--- config.mk ---
export PLATFORM = sky130hd
export DESIGN_NAME = serial_subtractor_ctrl
export DESIGN_NICKNAME = d
export VERILOG_FILES = /design/src/rtl/serial_subtractor_ctrl.sv
export SDC_FILE = /design/constraint.sdc
export NUM_CORES = 1
export LEC_CHECK = 0
export ABC_AREA = 1
export CORE_ASPECT_RATIO = 0.9
export CORE_MARGIN = 8
export CORE_UTILIZATION = 54
export CTS_CLUSTER_SIZE = 20
export DETAILED_ROUTE_END_ITERATION = 16
export GPL_TIMING_DRIVEN = 0
export PLACE_DENSITY = 0.84
export SETUP_SLACK_MARGIN = 0.02
export SKIP_CTS_REPAIR_TIMING = 1
export SYNTH_ARGS = -nofsm -noshare
export SYNTH_HDL_FRONTEND = slang
export SYNTH_SLANG_ARGS = --single-unit
--- constraint.sdc ---
create_clock -name clock -period 4.6 [get_ports clock]
set_clock_uncertainty 0.2 [all_clocks]
set_input_delay 0.92 -clock clock [delete_from_list [all_inputs] [get_ports clock]]
set_output_delay 0.92 -clock clock [all_outputs]
set_load 0.005 [all_outputs]
--- src/rtl/serial_subtractor_ctrl.sv ---
// serial_subtractor_ctrl: W = 4*NIBBLES bit subtract x - y - bin using one 4-bit ripple-borrow slice, LSB nibble first.
// Latency: NIBBLES edges from the accepting edge to done; one result per NIBBLES+1 cycles (back-to-back through DONE).
// Backpressure: none; start is only accepted in IDLE or DONE, and is dropped (not queued) while busy.
//
// Ports:
//   clock, reset_ (async, active-low)
//   start, x[W-1:0], y[W-1:0], bin  : request and operands, sampled on the accepting edge
//   busy                            : high while nibbles are being processed
//   done                            : one-cycle pulse, result valid
//   d[W-1:0], bout, ow              : registered difference, borrow out, signed overflow
//   z                               : zero flag, present only when SERIAL_SUB_ZERO_EN is defined
//
// Optional feature macro: SERIAL_SUB_ZERO_EN

module n4_b2_subtractor (
    input  logic [3:0] i_a,
    input  logic [3:0] i_b,
    input  logic       i_bin,
    output logic [3:0] o_d3_d0,
    output logic       o_bout,
    output logic       o_ow
);
    always_comb begin : ripple
        logic v_br;
        v_br    = i_bin;
        o_d3_d0 = '0;
        for (int i = 0; i < 4; i++) begin
            o_d3_d0[i] = i_a[i] ^ i_b[i] ^ v_br;
            v_br       = (~i_a[i] & i_b[i]) | (~(i_a[i] ^ i_b[i]) & v_br);
        end
        o_bout = v_br;
    end

    // Subtraction overflows only when operand signs differ and the result sign leaves the minuend's.
    assign o_ow = (i_a[3] ^ i_b[3]) & (i_a[3] ^ o_d3_d0[3]);
endmodule

module serial_subtractor_ctrl #(
    parameter int NIBBLES = 4
) (
    input  logic                   clock,
    input  logic                   reset_,
    input  logic                   start,
    input  logic [4*NIBBLES-1:0]   x,
    input  logic [4*NIBBLES-1:0]   y,
    input  logic                   bin,
    output logic                   busy,
    output logic                   done,
    output logic [4*NIBBLES-1:0]   d,
    output logic                   bout,
    output logic                   ow
`ifdef SERIAL_SUB_ZERO_EN
    ,
    output logic                   z
`endif
);
    localparam int W  = 4 * NIBBLES;
    localparam int IW = (NIBBLES > 1) ? $clog2(NIBBLES) : 1;

    typedef enum logic [1:0] {
        S_IDLE = 2'd0,
        S_RUN  = 2'd1,
        S_DONE = 2'd2
    } state_t;

    state_t          r_state;
    state_t          w_state_nxt;
    logic [IW-1:0]   r_idx;
    logic [W-1:0]    r_x;
    logic [W-1:0]    r_y;
    logic [W-1:0]    r_d;
    logic            r_br;
    logic            r_bout;
    logic            r_ow;
    logic            w_accept;
    logic            w_last;
    logic [3:0]      w_nib;
    logic            w_bout;
    logic            w_ow;

    assign w_accept = start && ((r_state == S_IDLE) || (r_state == S_DONE));
    assign w_last   = (r_idx == IW'(NIBBLES - 1));

    n4_b2_subtractor n4_b2_subtractor_i (
        .i_a     (r_x[4*r_idx +: 4]),
        .i_b     (r_y[4*r_idx +: 4]),
        .i_bin   (r_br),
        .o_d3_d0 (w_nib),
        .o_bout  (w_bout),
        .o_ow    (w_ow)
    );

    always_ff @(posedge clock or negedge reset_) begin
        if (!reset_) r_state <= S_IDLE;
        else         r_state <= w_state_nxt;
    end

    always_comb begin
        w_state_nxt = r_state;
        unique case (r_state)
            S_IDLE:  if (start) w_state_nxt = S_RUN;
            S_RUN:   if (w_last) w_state_nxt = S_DONE;
            S_DONE:  w_state_nxt = start ? S_RUN : S_IDLE;
            default: w_state_nxt = S_IDLE;
        endcase
    end

    always_ff @(posedge clock or negedge reset_) begin
        if (!reset_) begin
            r_idx  <= '0;
            r_x    <= '0;
            r_y    <= '0;
            r_d    <= '0;
            r_br   <= 1'b0;
            r_bout <= 1'b0;
            r_ow   <= 1'b0;
        end else if (w_accept) begin
            r_x   <= x;
            r_y   <= y;
            r_br  <= bin;
            r_d   <= '0;
            r_idx <= '0;
        end else if (r_state == S_RUN) begin
            r_d[4*r_idx +: 4] <= w_nib;
            r_br              <= w_bout;
            if (w_last) begin
                // Only the top nibble's overflow describes the full-width signed result.
                r_bout <= w_bout;
                r_ow   <= w_ow;
            end else begin
                r_idx <= r_idx + 1'b1;
            end
        end
    end

`ifdef SERIAL_SUB_ZERO_EN
    logic r_z;
    always_ff @(posedge clock or negedge reset_) begin
        if (!reset_) begin
            r_z <= 1'b0;
        end else if (w_accept) begin
            r_z <= 1'b0;
        end else if ((r_state == S_RUN) && w_last) begin
            // Lower nibbles are already final; the top nibble is still on the slice output.
            r_z <= (r_d[W-5:0] == '0) && (w_nib == 4'd0);
        end
    end
    assign z = r_z;
`endif

    assign busy = (r_state == S_RUN);
    assign done = (r_state == S_DONE);
    assign d    = r_d;
    assign bout = r_bout;
    assign ow   = r_ow;
endmodule

[Word level (Yosys, flattened, before mapping)]
Cells that the tools add are included.
Storage, ports and cells
  input port bits: 36
  register bits: 55
  logic and storage cells: 70
Operators by class
  equality and inequality tests: 6
  reductions and logical operators: 7
  mux-type cells: 12
  bitwise operators: 31
  shift operators: 4
  add/sub/neg operators: 2
Operators with widths (number)
  $neg 4->34: 1
  $shift 4x34->16 const A: 1
  $shiftx 4x34->16: 1
  $mux 16: 2
  $shiftx 16x5->4: 2
  $bwmux 16: 1
  $mux 2: 5
  $and 1x1->1: 9
  $not 1->1: 9
  $xor 1x1->1: 9
  $pmux 2 s3: 1
  $eq 2x2->1 const B: 2
  $ne 2x2->1 const B: 2
  $or 1x1->1: 4
  $reduce_and 2->1: 2
  $mux 1: 3
  $reduce_and 3->1: 1
  $add 2x1->2 const B: 1
  $eq 2x1->1 const B: 1
  $logic_not 2->1: 1
  $ne 2x1->1 const B: 1
  $reduce_bool 2->1: 1
  $logic_and 1x1->1: 1
  $logic_or 1x1->1: 1

[Logic depth before layout (Yosys ltp)]
  depth after elaboration: 14
  gate-level depth with buffers: 14
  mapped depth without buffers: 13

[Modules after synthesis]
Synthesis repeated with hierarchy kept, for this count alone.
Unflattened totals
  cell total of the unflattened synthesis: 345
  area, all modules: 2696.3 um^2
Modules (own cells, without submodules)
  serial_subtractor_ctrl: area an instance 2543.7 um^2, seq. area each 1376.3 um^2, cells each 324, instances 1
  n4_b2_subtractor: area an instance 152.6 um^2, seq. area each 0.0 um^2, cells each 21, instances 1

[Worst setup path after synthesis]
OpenSTA, ideal clock, no wires.
  path kind: flip-flop to flip-flop
  from: register r_idx[0]
  to: register r_d[15], in the netlist d[15]
  data required time: 4.335 ns
  period minus slack after synthesis: 3.177 ns
  arrival time: 2.912 ns
  cell stages (with the launch flop): 15
  path slack: 1.423 ns
  path through: dfrtp_1 -> inv_2 -> clkbuf_1 -> o21ai_0 -> o22ai_1 -> fa_1 -> inv_1 -> fa_1 -> fa_1 -> inv_1 -> fa_1 -> nor2_1 -> nand2_1 -> nand3b_1 -> nand2_1
Between the ends
  longest elaborated chain between the ends: 14
  elaborated cells between the ends (all ways): 31
  classes of those cells: 1 x add/sub; 4 x shift; 3 x mux; 23 x bitwise
RTL lines
  start, declared: RTL line 68  | logic [IW-1:0] r_idx;
  start signal, assigned: RTL line 131  | r_idx <= r_idx + 1'b1;
  $shiftx 16x5->4, on equally long branches: RTL line 85, 86
  $xor 1x1->1: RTL line 28, 29
  $not 1->1: RTL line 29  | v_br = (~i_a[i] & i_b[i]) | (~(i_a[i] ^ i_b[i]) & v_br);
  $and 1x1->1: RTL line 29
  $or 1x1->1: RTL line 29
  $and 1x1->1: RTL line 29
  $or 1x1->1: RTL line 29
  $and 1x1->1: RTL line 29
  $or 1x1->1: RTL line 29
  $xor 1x1->1: RTL line 28  | o_d3_d0[i] = i_a[i] ^ i_b[i] ^ v_br;
  $shiftx 4x34->16: RTL line 124  | r_d[4*r_idx +: 4] <= w_nib;
  $bwmux 16 (*): RTL line 124
  $mux 16 (*): RTL line 123  | end else if (r_state == S_RUN) begin
  $mux 16 (*): RTL line 117  | end else if (w_accept) begin
  end signal, assigned by index: RTL line 124
  end, declared: RTL line 71  | logic [W-1:0] r_d;
Mark *: on every way between the ends. The rest lies on a longest branch, timed or not. The select of a mux whose other input is x is not followed.
A chain may end at the register's enable or synchronous reset.

[Worst setup path in the final report]
  from: register r_idx[1]
  to: register r_d[15], in the netlist d[15]
The elaborated chain is that of the path after synthesis.

==> flow_summary.yaml <==
sta:
  timing.fmax_mhz: 261.1
  worst-slew-pin-transition_ns: 0.5123
  finalSetupViolCount: 0
  tns_ns: 0
  setup_ws_ns: 0.7704
  rsz0062_at_grt: "no"
  finalHoldViolations: 0
  relSlewSlack_pct: 65.84
  fin_crit_ns: 3.830
  fin_crit_sh_pct: 83.25
  report.final.slew_viol_count: 0
clock_network:
  clk_pin_slew_ns: 0.09
  clkLatencyLatePin_ns: 0.31
  numCtsBuffers: 5
  htreeDepth: 2
  clockBufferDepth: 2
  cts_tree: "done"
  root_buffer: "clkbuf_8"
  clock-sinks: 55
place:
  port_buffers: 55
  place_inst: 435
  dp_hpwl_mm: 4.671
  place_ws_ns: 0.8653
  gp_congestion: 0.8835
critical_path:
  end_kind: "flip-flop"
  required_ns: 4.65
  start_kind: "flip-flop"
  worstPathArrival_ns: 3.88
  path_class: "flip-flop to flip-flop"
  crit_fanout: 11
synthesis:
  synthArstFlopShare_pct: 100.0
  ys_types: 21
  ys_seq_area_share_pct: 52.88
  yosysWarningCount: 0
  ys.flop_type: "dfrtp_1"
  synth-edff-count: 0
  avgSynthCellArea_sq_um: 8.288
  ys_ff_latch: 55
  syn_nets: 359
  syn_inst: 314
  syn-cell-area_sq_mm: 0.002602
global_routing:
  antenna_found_initial: 0
  grt_overflow: 0
  grt_pass1_wl_mm: 10.51
  grt_pass1_vias: 2313
  grt_usage_pct: 18.59
  grt_max_degree: 36
drt:
  via_per_inst: 5.167
  wl_per_cell_um: 13.74
  drc: 0
  drtIter0Drc: 133
  wirelength_mm: 6.086
  antenna_left: 0
  num_vias: 2289
  first_pass_iters: 4
power:
  leakagePower_nw: 1.636
  vdd_drop_max_uv: 361.7
  power_density_mw_per_mm2: 715.9
min_path:
  hold_class: "flip-flop to flip-flop"
floorplan:
  ios: 56
  die_area_sq_mm: 0.007300
  rows: 24
  core_sq_mm: 0.004745
  chipWidth_um: 89.18
  initial_core_util_pct: 54.85
  fp.dieH_um: 81.86
layout:
  area_growth_pct: 28.70
  drive_gt1_share_pct: 5.820
  nets: 422
  fin_util_pct: 70.60
  n_antenna_cell: 0
  final_cells: 443
run_status:
  outcome: "completed"
run:
  cap_viol_max_count: 0
-- through the flow --
step,hold WS [ns],instance area (sq um),power [mW]
2_1_floorplan,0.2366,2603,1.667
3_3_place_gp,0.2513,3234,2.056
3_5_place_dp,0.2585,3249,2.108
4_1_cts,0.2815,3349,2.401
5_1_grt,0.3008,3349,2.631
6_report,0.2748,3349,2.398
-- final timing paths --
| kind | from | end | slack (ns) | cells after the start |
|---|---|---|---|---|
| setup / recovery | r_idx[1] | d[15] | 0.77 | 14 |
| hold / removal | r_y[4] | r_y[4] | 0.27 | 2 |
| setup reg to reg | r_idx[1] | d[15] | 0.77 | 14 |
| hold reg to reg | r_y[4] | r_y[4] | 0.27 | 2 |
| max in group asynchronous | reset_ | r_x[9] | 3.31 | 2 |
| min in group asynchronous | reset_ | d[12] | 0.36 | 1 |
-- report_power, final --
part | internal [mW] | switching (mW) | leakage, nW
Combinational | 0.528 | 0.759 | 0.893
Clock | 0.138 | 0.144 | 0.0515
Sequential | 0.696 | 0.133 | 0.692
Total | 1.36 | 1.04 | 1.64
-- kinds of logic (layout without fill, tap and decap cells) --
family | Yosys count | count (layout) | synth area share (%)
adder cells (fa/ha/maj) | 9 | 9 | 5.481
AND/OR/NAND/NOR | 186 | 186 | 29.18
AO/OA/AOI/OAI | 37 | 37 | 8.028
flip-flops | 55 | 55 | 52.88
buffers and inverters | 27 | 91 | 4.423
-- state kept, by name, summed over array words and instances, names as in the netlist --
signal	flops
bout	1
d	16
ow	1
r_br	1
r_idx	2
r_state	2
r_x	16
r_y	16
-- metal layers --
layer  share of wire [%]  global-route usage (%)
met5                   0                       0
met4                 1.9                   6.799
met3                 6.8                   5.100
met2                  50                   31.88
met1                  42                   21.86
-- worst max-delay path: stages, from the launching register on --
cell and delay (ns):
dfrtp_1 0.51, inv_1 0.19, clkbuf_1 0.43, o21ai_0 0.17, o22ai_1 0.22, fa_1 0.21
inv_1 0.05, fa_1 0.38, fa_1 0.38, inv_1 0.09, fa_1 0.45, nor2_1 0.16
nand2_1 0.09, nand3b_1 0.19, nand2_1 0.07
-- Yosys cell counts (4+ instances only) --
library cell	number	share of area (%)
a21oi_1	11	2.1
dfrtp_1	55	53
nand3_1	20	3.8
nor2_1	27	3.9
o22ai_1	4	0.96
ha_1	5	2.4
nand2_1	129	19
o21ai_0	17	3.3
inv_1	12	1.7
clkbuf_1	7	1.0
fa_1	4	3.1
nand3b_1	5	1.4
-- area by class of cell --
cell class,count,area [sq um]
Inverter,15,56.30
Timing Repair Buffer,56,565.5
Clock buffer,8,100.1
Buffer,12,58.81
Sequential cell,55,1376
Tap cell,65,81.33
Multi-Input combinational cell,232,1111
Fill cell,401,1395
-- placed cells by master, fill, tap and decap left out --
| master | n |
|---|---|
| o21ai_1 | 1 |
| dfrtp_1 | 55 |
| nand2_1 | 129 |
| inv_2 | 3 |
| buf_2 | 3 |
| nor2_4 | 1 |
| buf_12 | 1 |
| o21ai_0 | 17 |
| nand4_1 | 1 |
| buf_4 | 3 |
| clkbuf_1 | 8 |
| clkbuf_8 | 7 |
| a21oi_1 | 11 |
| nand2_2 | 3 |
| o21ai_2 | 1 |
| a32o_1 | 3 |
| clkdlybuf4s50_1 | 54 |
| fa_1 | 4 |
| o22ai_1 | 4 |
| nor2_1 | 27 |
| inv_1 | 12 |
| nand3b_1 | 5 |
| ha_1 | 5 |
| nand3_1 | 20 |
Note: power is estimated with default switching activity, not from simulation.
